### config.mk
export PLATFORM = sky130hd
export DESIGN_NAME = bmp_gray_writer_flat
export DESIGN_NICKNAME = d
export VERILOG_FILES = /design/src/rtl/bmp_gray_writer_pkg.sv /design/src/rtl/bmp_gray_writer_if.sv /design/src/rtl/bmp_gray_writer_header_rom.sv /design/src/rtl/bmp_gray_writer.sv /design/src/flat_wrapper.sv
export SDC_FILE = /design/constraint.sdc
export NUM_CORES = 1
export LEC_CHECK = 0
export ABC_CLOCK_PERIOD_IN_PS = 2800
export BUFFER_PORTS_ARGS = -buffer_cell sky130_fd_sc_hd__buf_2
export CAP_MARGIN = 20
export CORE_UTILIZATION = 50
export CTS_CLUSTER_DIAMETER = 150
export CTS_CLUSTER_SIZE = 12
export DETAILED_ROUTE_END_ITERATION = 7
export PLACE_DENSITY_LB_ADDON = 0.15
export SLEW_MARGIN = 0
export SYNTH_ARGS = -nofsm -noshare
export SYNTH_HDL_FRONTEND = slang
export SYNTH_SLANG_ARGS = --single-unit
### constraint.sdc
create_clock -name clk_i -period 2.8 [get_ports clk_i]
set_input_delay 0.42 -clock clk_i [delete_from_list [all_inputs] [get_ports clk_i]]
set_output_delay 0.42 -clock clk_i [all_outputs]
set_load 0.05 [all_outputs]
### src/rtl/bmp_gray_writer_pkg.sv
// Shared constants, FSM state type and row-padding helper for the BMP writer.
package bmp_pkg;

  localparam int unsigned HEADER_SIZE = 54;
  localparam int unsigned BMP_BPP     = 24;
  localparam int unsigned BMP_PPM     = 2835;

  typedef enum logic [2:0] {
    StIdle,
    StHdr,
    StFetch,
    StCapt,
    StPix,
    StPad
  } bmp_state_t;

  // Zero bytes needed to bring one row of 24-bit pixels up to a 4-byte multiple.
  function automatic int unsigned row_pad(input int unsigned width);
    return (4 - ((width * 3) % 4)) % 4;
  endfunction

endpackage

### src/rtl/bmp_gray_writer_if.sv
// Pixel-FIFO read side and byte-FIFO write side of the BMP writer.
interface bmp_gray_writer_if;

  logic       in_rd_en;
  logic [7:0] in_dout;
  logic       in_empty;
  logic       out_wr_en;
  logic [7:0] out_din;
  logic       out_full;

  // Writer side.
  modport master (
    output in_rd_en,
    input  in_dout,
    input  in_empty,
    output out_wr_en,
    output out_din,
    input  out_full
  );

  // FIFO side.
  modport slave (
    input  in_rd_en,
    output in_dout,
    output in_empty,
    input  out_wr_en,
    input  out_din,
    output out_full
  );

endinterface

### src/rtl/bmp_gray_writer_header_rom.sv
// Combinational 54-byte BMP header, selected by byte index.
module bmp_header_rom
  import bmp_pkg::*;
#(
  parameter int unsigned WIDTH  = 720,
  parameter int unsigned HEIGHT = 720
) (
  input  logic [5:0] hidx_i,
  output logic [7:0] byte_o
);

  localparam int unsigned RowBytes = WIDTH * 3 + row_pad(WIDTH);
  localparam logic [31:0] ImgSize  = 32'(RowBytes * HEIGHT);
  localparam logic [31:0] FileSize = 32'(HEADER_SIZE) + ImgSize;
  localparam logic [31:0] DataOff  = 32'(HEADER_SIZE);
  localparam logic [31:0] DibSize  = 32'd40;
  localparam logic [31:0] Width32  = 32'(WIDTH);
  localparam logic [31:0] Height32 = 32'(HEIGHT);
  localparam logic [31:0] Ppm32    = 32'(BMP_PPM);
  // Bytes 26..29 pack planes (16 bit) and bpp (16 bit) into one little-endian word.
  localparam logic [31:0] PlaneBpp = {16'(BMP_BPP), 16'd1};

  logic [5:0]  off;
  logic [31:0] word;

  // After the 'BM' magic every field lives in a 4-byte group starting at byte 2.
  always_comb begin
    off  = hidx_i - 6'd2;
    word = 32'h0;
    case (off[5:2])
      4'd0:    word = FileSize;
      4'd2:    word = DataOff;
      4'd3:    word = DibSize;
      4'd4:    word = Width32;
      4'd5:    word = Height32;
      4'd6:    word = PlaneBpp;
      4'd8:    word = ImgSize;
      4'd9:    word = Ppm32;
      4'd10:   word = Ppm32;
      default: word = 32'h0;
    endcase
    byte_o = word[{off[1:0], 3'b000} +: 8];
    if (hidx_i == 6'd0) begin
      byte_o = 8'h42;
    end else if (hidx_i == 6'd1) begin
      byte_o = 8'h4D;
    end
  end

endmodule

### src/rtl/bmp_gray_writer.sv
// Streams one grayscale frame from a pixel FIFO as a 24-bit BMP byte stream.
module bmp_gray_writer
  import bmp_pkg::*;
#(
  parameter int unsigned WIDTH  = 720,
  parameter int unsigned HEIGHT = 720
) (
  input  logic              clk_i,
  input  logic              rst_ni,
  input  logic              start_i,
  output logic              busy_o,
  output logic              frame_done_o,
  bmp_gray_writer_if.master bus
);

  localparam int unsigned ColW = $clog2(WIDTH + 1);
  localparam int unsigned RowW = $clog2(HEIGHT + 1);
  localparam int unsigned Pad  = row_pad(WIDTH);

  localparam logic [1:0]      PadLast = (Pad == 0) ? 2'd0 : 2'(Pad - 1);
  localparam logic [5:0]      HdrLast = 6'(HEADER_SIZE - 1);
  localparam logic [ColW-1:0] ColEnd  = ColW'(WIDTH);
  localparam logic [RowW-1:0] RowEnd  = RowW'(HEIGHT);

  bmp_state_t      state_q, state_d;
  logic [5:0]      hidx_q, hidx_d;
  logic [1:0]      sub_q, sub_d;
  logic [ColW-1:0] col_q, col_d, col_inc;
  logic [RowW-1:0] row_q, row_d, row_inc;
  logic [1:0]      padcnt_q, padcnt_d;
  logic [7:0]      pix_q, pix_d;
  logic            rd_en_q, rd_en_d;
  logic            frame_done_q, frame_done_d;
  logic            row_done;
  logic [7:0]      hdr_byte;

  bmp_header_rom #(
    .WIDTH (WIDTH),
    .HEIGHT(HEIGHT)
  ) u_header_rom (
    .hidx_i(hidx_q),
    .byte_o(hdr_byte)
  );

  // Next-state logic; out_full freezes every counter so the same byte is re-presented.
  always_comb begin
    state_d      = state_q;
    hidx_d       = hidx_q;
    sub_d        = sub_q;
    col_d        = col_q;
    row_d        = row_q;
    padcnt_d     = padcnt_q;
    pix_d        = pix_q;
    rd_en_d      = 1'b0;
    frame_done_d = 1'b0;
    row_done     = 1'b0;
    col_inc      = col_q + 1'b1;
    row_inc      = row_q + 1'b1;

    case (state_q)
      StIdle: begin
        // The frame_done cycle still belongs to the finished frame.
        if (start_i && !frame_done_q) begin
          state_d  = StHdr;
          hidx_d   = '0;
          sub_d    = '0;
          col_d    = '0;
          row_d    = '0;
          padcnt_d = '0;
        end
      end
      StHdr: begin
        if (!bus.out_full) begin
          if (hidx_q == HdrLast) begin
            hidx_d  = '0;
            state_d = StFetch;
            rd_en_d = !bus.in_empty;
          end else begin
            hidx_d = hidx_q + 6'd1;
          end
        end
      end
      StFetch: begin
        // rd_en is registered from the empty flag seen one cycle earlier; only this
        // block drains the FIFO, so a non-empty FIFO cannot turn empty in between.
        if (rd_en_q) begin
          state_d = StCapt;
        end else begin
          rd_en_d = !bus.in_empty;
        end
      end
      StCapt: begin
        pix_d   = bus.in_dout;
        sub_d   = '0;
        state_d = StPix;
      end
      StPix: begin
        if (!bus.out_full) begin
          if (sub_q == 2'd2) begin
            sub_d = '0;
            if (col_inc == ColEnd) begin
              col_d = '0;
              if (Pad == 0) begin
                row_done = 1'b1;
              end else begin
                padcnt_d = '0;
                state_d  = StPad;
              end
            end else begin
              col_d   = col_inc;
              state_d = StFetch;
              rd_en_d = !bus.in_empty;
            end
          end else begin
            sub_d = sub_q + 2'd1;
          end
        end
      end
      StPad: begin
        if (!bus.out_full) begin
          if (padcnt_q == PadLast) begin
            padcnt_d = '0;
            row_done = 1'b1;
          end else begin
            padcnt_d = padcnt_q + 2'd1;
          end
        end
      end
      default: state_d = StIdle;
    endcase

    if (row_done) begin
      if (row_inc == RowEnd) begin
        row_d        = '0;
        frame_done_d = 1'b1;
        state_d      = StIdle;
      end else begin
        row_d   = row_inc;
        state_d = StFetch;
        rd_en_d = !bus.in_empty;
      end
    end
  end

  // State and counter registers.
  always_ff @(posedge clk_i or negedge rst_ni) begin
    if (!rst_ni) begin
      state_q      <= StIdle;
      hidx_q       <= '0;
      sub_q        <= '0;
      col_q        <= '0;
      row_q        <= '0;
      padcnt_q     <= '0;
      pix_q        <= '0;
      rd_en_q      <= 1'b0;
      frame_done_q <= 1'b0;
    end else begin
      state_q      <= state_d;
      hidx_q       <= hidx_d;
      sub_q        <= sub_d;
      col_q        <= col_d;
      row_q        <= row_d;
      padcnt_q     <= padcnt_d;
      pix_q        <= pix_d;
      rd_en_q      <= rd_en_d;
      frame_done_q <= frame_done_d;
    end
  end

  // Byte output: write strobe gated by out_full, data decoded from state and counters.
  always_comb begin
    bus.out_wr_en = 1'b0;
    bus.out_din   = 8'h00;
    case (state_q)
      StHdr: begin
        bus.out_wr_en = !bus.out_full;
        bus.out_din   = hdr_byte;
      end
      StPix: begin
        bus.out_wr_en = !bus.out_full;
        bus.out_din   = pix_q;
      end
      StPad: begin
        bus.out_wr_en = !bus.out_full;
        bus.out_din   = 8'h00;
      end
      default: begin
        bus.out_wr_en = 1'b0;
        bus.out_din   = 8'h00;
      end
    endcase
  end

  assign bus.in_rd_en = rd_en_q;
  assign frame_done_o = frame_done_q;
  assign busy_o       = (state_q != StIdle);

endmodule

### src/flat_wrapper.sv
// flat-port wrapper written by rule: the top's interface ports become plain ports
module bmp_gray_writer_flat import bmp_pkg::*;
#(
  parameter int unsigned WIDTH  = 720,
  parameter int unsigned HEIGHT = 720
)
  (clk_i, rst_ni, start_i, busy_o, frame_done_o, bus_in_rd_en, bus_in_dout, bus_in_empty, bus_out_wr_en, bus_out_din, bus_out_full);
  bmp_gray_writer_if bus_i ();
  input  logic clk_i;
  input  logic rst_ni;
  input  logic start_i;
  output logic busy_o;
  output logic frame_done_o;
  output wire logic [$bits(bus_i.in_rd_en)-1:0] bus_in_rd_en;
  input wire logic [$bits(bus_i.in_dout)-1:0] bus_in_dout;
  input wire logic [$bits(bus_i.in_empty)-1:0] bus_in_empty;
  output wire logic [$bits(bus_i.out_wr_en)-1:0] bus_out_wr_en;
  output wire logic [$bits(bus_i.out_din)-1:0] bus_out_din;
  input wire logic [$bits(bus_i.out_full)-1:0] bus_out_full;
  assign bus_in_rd_en = bus_i.in_rd_en;
  assign bus_i.in_dout = bus_in_dout;
  assign bus_i.in_empty = bus_in_empty;
  assign bus_out_wr_en = bus_i.out_wr_en;
  assign bus_out_din = bus_i.out_din;
  assign bus_i.out_full = bus_out_full;
  bmp_gray_writer #(.WIDTH(WIDTH), .HEIGHT(HEIGHT)) u_core (.clk_i(clk_i), .rst_ni(rst_ni), .start_i(start_i), .busy_o(busy_o), .frame_done_o(frame_done_o), .bus(bus_i));
endmodule
* Yosys cells after proc, flatten, opt, wreduce, memory -nomap -nowiden
Memory sizes are Yosys's and may differ from the RTL's.
Cells that the tools add are included.
** Cells by class
- Multiplexer cells :: 50
- Order comparisons :: 0
- Equal/unequal tests :: 23
- Bitwise logic cells :: 0
- Reduce and logical (&&, ||, !) cells :: 21
- Multipliers :: 0
- $add $sub $neg :: 6
- Shifts and indexed selects :: 1
- Div/mod/pow operators :: 0
** Operators with widths (number)
- $mux W10 :: 7
- $shiftx A32 B6 Y8 :: 1
- $mux W3 :: 8
- $add A10 B1 Y10 const B :: 2
- $eq A10 B10 Y1 const B :: 2
- $pmux W10 S2 :: 1
- $mux W6 :: 3
- $pmux W3 S6 :: 1
- $mux W1 :: 16
- $mux W8 :: 2
- $pmux W8 S2 :: 1
- $mux W2 :: 6
- $ne A3 B1 Y1 const B :: 4
- $pmux W6 S2 :: 1
- $reduce_bool A2 Y1 :: 5
- $ne A3 B2 Y1 const B :: 3
- $reduce_and A3 Y1 :: 3
- $reduce_and A8 Y1 :: 1
- $add A6 B1 Y6 const B :: 1
- $eq A3 B2 Y1 const B :: 2
- $eq A3 B3 Y1 const B :: 2
- $eq A6 B1 Y1 const B :: 1
- $eq A6 B6 Y1 const B :: 1
- $logic_not A6 Y1 :: 1
- 18 further kinds :: 26
** Word-level totals
- Register bits :: 43
- Input port bits :: 13
- Latch bits :: 0
- Memories kept :: 1
- Bits in writable memories :: 0
- Output and inout bits :: 12
- Bits in read-only memories :: 304
** Memories
- (no name shown) :: words 16, bits a word 19, rd ports 1, clocked after Yosys merged registers in 0, write ports 0, line bmp_gray_writer_header_rom.sv:30 : case (off[5:2])

* Longest topological paths before layout
- Depth in word-level cells :: 8
- Mapped depth :: 10

* Cells and area by module
From an unflattened synthesis, not the netlist that was laid out.
** Unflattened totals
- Cells, all modules :: 338
- Area, all modules :: 3004.1 sq um
** Modules (own cells, without submodules)
- bmp_gray_writer :: cells each 266, instances 1, area an instance 2413.6 sq um
- bmp_header_rom :: cells each 72, instances 1, area an instance 590.6 sq um

* Least setup slack after synthesis
OpenSTA, ideal clock, no wires.
- Path type :: reg2out
- From :: register u_core.hidx_q[1]
- To :: output bus_out_din[4]
- Slack :: -1.193 ns
- Cell stages (with the launch flop) :: 9
- Arrival time :: 3.573 ns
- Required time :: 2.380 ns
- Cells stage by stage :: dfrtp_1 > clkbuf_1 > inv_1 > ha_1 > xor2_1 > ha_1 > nor3_1 > a211oi_1 > o41ai_1
** Between the ends
- Cells in the longest elaborated chain, start to end :: 6
** RTL lines
- start, declared :: line bmp_gray_writer.sv:26 : logic [5:0] hidx_q, hidx_d;
- start signal, assigned :: line bmp_gray_writer.sv:159 : hidx_q <= hidx_d;
- $sub A6 B2 Y6 :: line bmp_gray_writer_header_rom.sv:28 : off = hidx_i - 6'd2;
- $mem_v2 Z16 W19
- $shiftx A32 B6 Y8 :: line bmp_gray_writer_header_rom.sv:42 : byte_o = word[{off[1:0], 3'b000} +: 8];
- $mux W8 :: line bmp_gray_writer_header_rom.sv:45 : end else if (hidx_i == 6'd1) begin
- $mux W8 (*) :: line bmp_gray_writer_header_rom.sv:43 : if (hidx_i == 6'd0) begin
- $pmux W8 S2 (*) :: line bmp_gray_writer.sv:174 : case (state_q)
- end, declared :: line flat_wrapper.sv:18 : output wire logic [$bits(bus_i.out_din)-1:0] bus_out_din;
Mark *: on every way between the ends. The rest lies on a longest branch, timed or not.

* Worst setup path in the final report
- From :: register u_core.hidx_q[1]
- To :: output bus_out_din[0]
The elaborated chain is that of the path after synthesis.

==> results.tsv <==
metric	value	unit
status	finished, violations left	
violations	negative setup slack	
cts_tree	built	
hold_viol	0	
syn_to_final_growth	21.40	%
dp_hpwl	4867	um
viasPerCell	6.127	
async_reset_ff_share	100.0	%
h-tree-depth	2	
ys_ff_latch	43	
die_h	78.39	um
fp-row-count	27	
hp-class	in2async	
n_antenna_cell	0	
rrSetupSlack	0.35	ns
cp_max_fo	8	
track_usage	25.57	%
cap_violations	0	
drive_gt1_share	25.97	%
cpMaxStageDelayCell	dfrtp_1	
drc_errors	0	
p_leak	0.001557	uW
avgSynthCellArea	8.896	um2
crit_path_start_kind	flop	
synth_edf_count	0	
synth_area	2918	um2
gp_congestion	0.8960	
arrival	2.40	ns
finClkSkew	0.01233	ns
slew_headroom	60.64	%
layout.nets	387	
wl_per_cell	16.71	um
port_buffers	24	
drtIter0Drc	138	
core	5574	um2
rsz0062_at_grt	true	
synth_seq_area_share	36.88	%
peakVddDrop	0.5350	mV
yosysUniqueCellTypes	61	
grt_max_degree	44	
cts_root_buf	clkbuf_8	
synth.net_count	354	
multiInputGateArea	1909	um2
finalWorstSetupSlack	-0.01684	ns
worst_pin_slew	0.5904	ns
cp_cell_sequence	inv_2, ha_4, nor3b_4, xor2_4, nand2_1, o211a_1, o21a_1, a31o_2, buf_6	
die-area	6145	um2
synth_ff_type	dfrtp_1	
clock-sinks	43	
num_vias	2659	
grt_pass1_wl	12340	um
power	2872	uW
finalSetupViolCount	2	
fin_crit_sh	100.6	%
crit_required	2.38	ns
critPathMaxStageDelay	0.40	ns
ff_latch_area	1079	um2
setup.worst_path.end_class	primary output	
routed_wl	7254	um
final_max_slew_viol_count	0	
path_clk_slew	0.09	ns
grt_pass1_vias	2557	
powerDensity	810.9	nW/um2
synth_warnings	0	
syn_inst	328	
clock_path_buffers	2	
gr-total-overflow	0	
nFillCells	495	
whs	0.02101	ns
drtAntennaViolNets	0	
start_util	52.35	%
fmax	355.0	MHz
ctsHoldBuffers	0	
cts-buffers-inserted	5	
ios	25	
insertion_delay	0.31	ns
dr.pass1.iters	5	
die_w	78.39	um
crit_type	reg2out	
final.min_clock_period	2.817	ns
antenna_found_initial	0	
[cells in the mapped netlist, drive strengths merged, types with 3 or more instances]
cell    instances  share of area [%]
nor2b           4               0.86
nor3           11                1.9
a211o           3               0.90
xnor2           4                1.2
a21boi          3               0.77
mux2           10                3.9
nand2b          4               0.86
nand3          14                2.4
clkbuf         11                1.5
a221oi          3                1.5
o21ai          25                4.3
nor2           21                2.7
and2            3               0.64
dfrtp          43                 37
a22o            7                2.1
a31oi          15                3.7
nand4           5                1.1
nand3b          3               0.77
ha             13                5.6
nand4b          4                1.2
nand2          40                5.1
o31ai           3               0.77
xor2            5                1.5
inv            10                1.3
buf             6                1.5
a21oi          14                2.5
and3            9                1.9
[area by class of cell]
type                    count  share of cell area, %
repair buffers             43                  8.866
flip-flops and latches     43                  30.45
well taps                  72                  2.543
multi-input cells         258                  53.90
clock buffers               5                  1.943
clock inverters             3                  1.236
inverters                  10                  1.060
[through the flow]
step | setup slack [ns] | instance area [um2] | TNS [ns] | util, % | std cells
after detailed placement | 0.08016 | 3217 | 0 | 57.71 | 424
after floorplan | -0.05833 | 2968 | -0.1217 | - | 328
final | -0.01684 | 3542 | -0.02664 | 63.55 | 434
after CTS | 0.003031 | 3478 | 0 | 62.40 | 433
after global placement | 0.08669 | 3217 | 0 | 57.71 | 424
after global routing | -0.1457 | 3542 | -0.6449 | 63.55 | 434
[state kept, by name, summed over array words and instances (netlist names)]
name / cells
u_core.row_q: 10
u_core.state_q: 3
u_core.hidx_q: 6
u_core.pix_q: 8
u_core.sub_q: 2
u_core.padcnt_q: 2
u_core.col_q: 10
u_core.bus.in_rd_en: 1
u_core.frame_done_o: 1
[power by group]
| part | leakage, uW | total, uW | internal [uW] | switching [uW] |
|---|---|---|---|---|
| logic | 0.000924 | 1670 | 654 | 1010 |
| clock network | 0.0000581 | 511 | 266 | 244 |
| registers | 0.000575 | 695 | 652 | 42.6 |
| total | 0.00156 | 2870 | 1570 | 1300 |
[path summary, 6_finish.rpt]
| kind | from | to | cells after the start |
|---|---|---|---|
| worst max-delay path | u_core.hidx_q[1] | bus_out_din[0] | 9 |
| worst min-delay path | rst_ni | u_core.pix_q[1] | 1 |
| worst max register to register | u_core.col_q[0] | u_core.col_q[6] | 8 |
| worst min register to register | u_core.pix_q[5] | u_core.pix_q[5] | 1 |
| max in group asynchronous | rst_ni | u_core.hidx_q[5] | 2 |
| min in group clk_i | bus_in_empty | u_core.bus.in_rd_en | 2 |
[cells by family after synthesis]
family	after synthesis	synth area share, %
flops	43	36.88
buf+inv	27	4.288
compound gates	94	23.16
simple gates	130	22.86
xor+xnor	9	2.701
fa+ha+maj	13	5.575
mux	12	4.546
[placed cells by master, fill, tap and decap left out, types with 3 or more instances in the layout]
| cell | count |
|---|---|
| and3_1 | 8 |
| nand4b_1 | 4 |
| nand3_1 | 14 |
| mux2_2 | 9 |
| a21boi_0 | 3 |
| a22o_1 | 6 |
| and2_1 | 3 |
| dfrtp_1 | 41 |
| a211o_1 | 3 |
| buf_4 | 19 |
| clkbuf_8 | 5 |
| nor2_1 | 20 |
| nand2_1 | 40 |
| a31oi_1 | 14 |
| o21ai_0 | 22 |
| buf_6 | 5 |
| nor3_2 | 3 |
| nand2b_1 | 4 |
| nand3b_1 | 3 |
| buf_2 | 16 |
| ha_1 | 11 |
| a21oi_1 | 12 |
| nor2b_1 | 4 |
| nand4_1 | 5 |
| inv_1 | 8 |
| nor3_1 | 7 |
[critical path, delay by kind of cell, from the launching register on]
kind	cells	cell delay, ns
simple gates	2	0.43
buf+inv	2	0.24
xor+xnor	1	0.29
compound gates	3	0.58
fa+ha+maj	1	0.16
flops	1	0.40
[per-layer routing]
layer | vias up | GRT usage [%] | part of all wire [%]
met5 | - | 0 | 0
met4 | 0 | 6.852 | 0.90
met3 | 6 | 3.953 | 4.4
met2 | 77 | 40.61 | 47
met1 | 1289 | 36.19 | 48
li1 | 1287 | - | -
[repair_timing]
| item | in CTS | in global routing |
|---|---|---|
| endpoints found under the hold margin | 0 | 0 |
| resized for setup | 32 | 9 |
| buffers inserted | 1 | 0 |
| pin swaps | 3 | 6 |
| endpoints found under the setup margin | 8 | 8 |
Power figures use the tool's default switching activity.
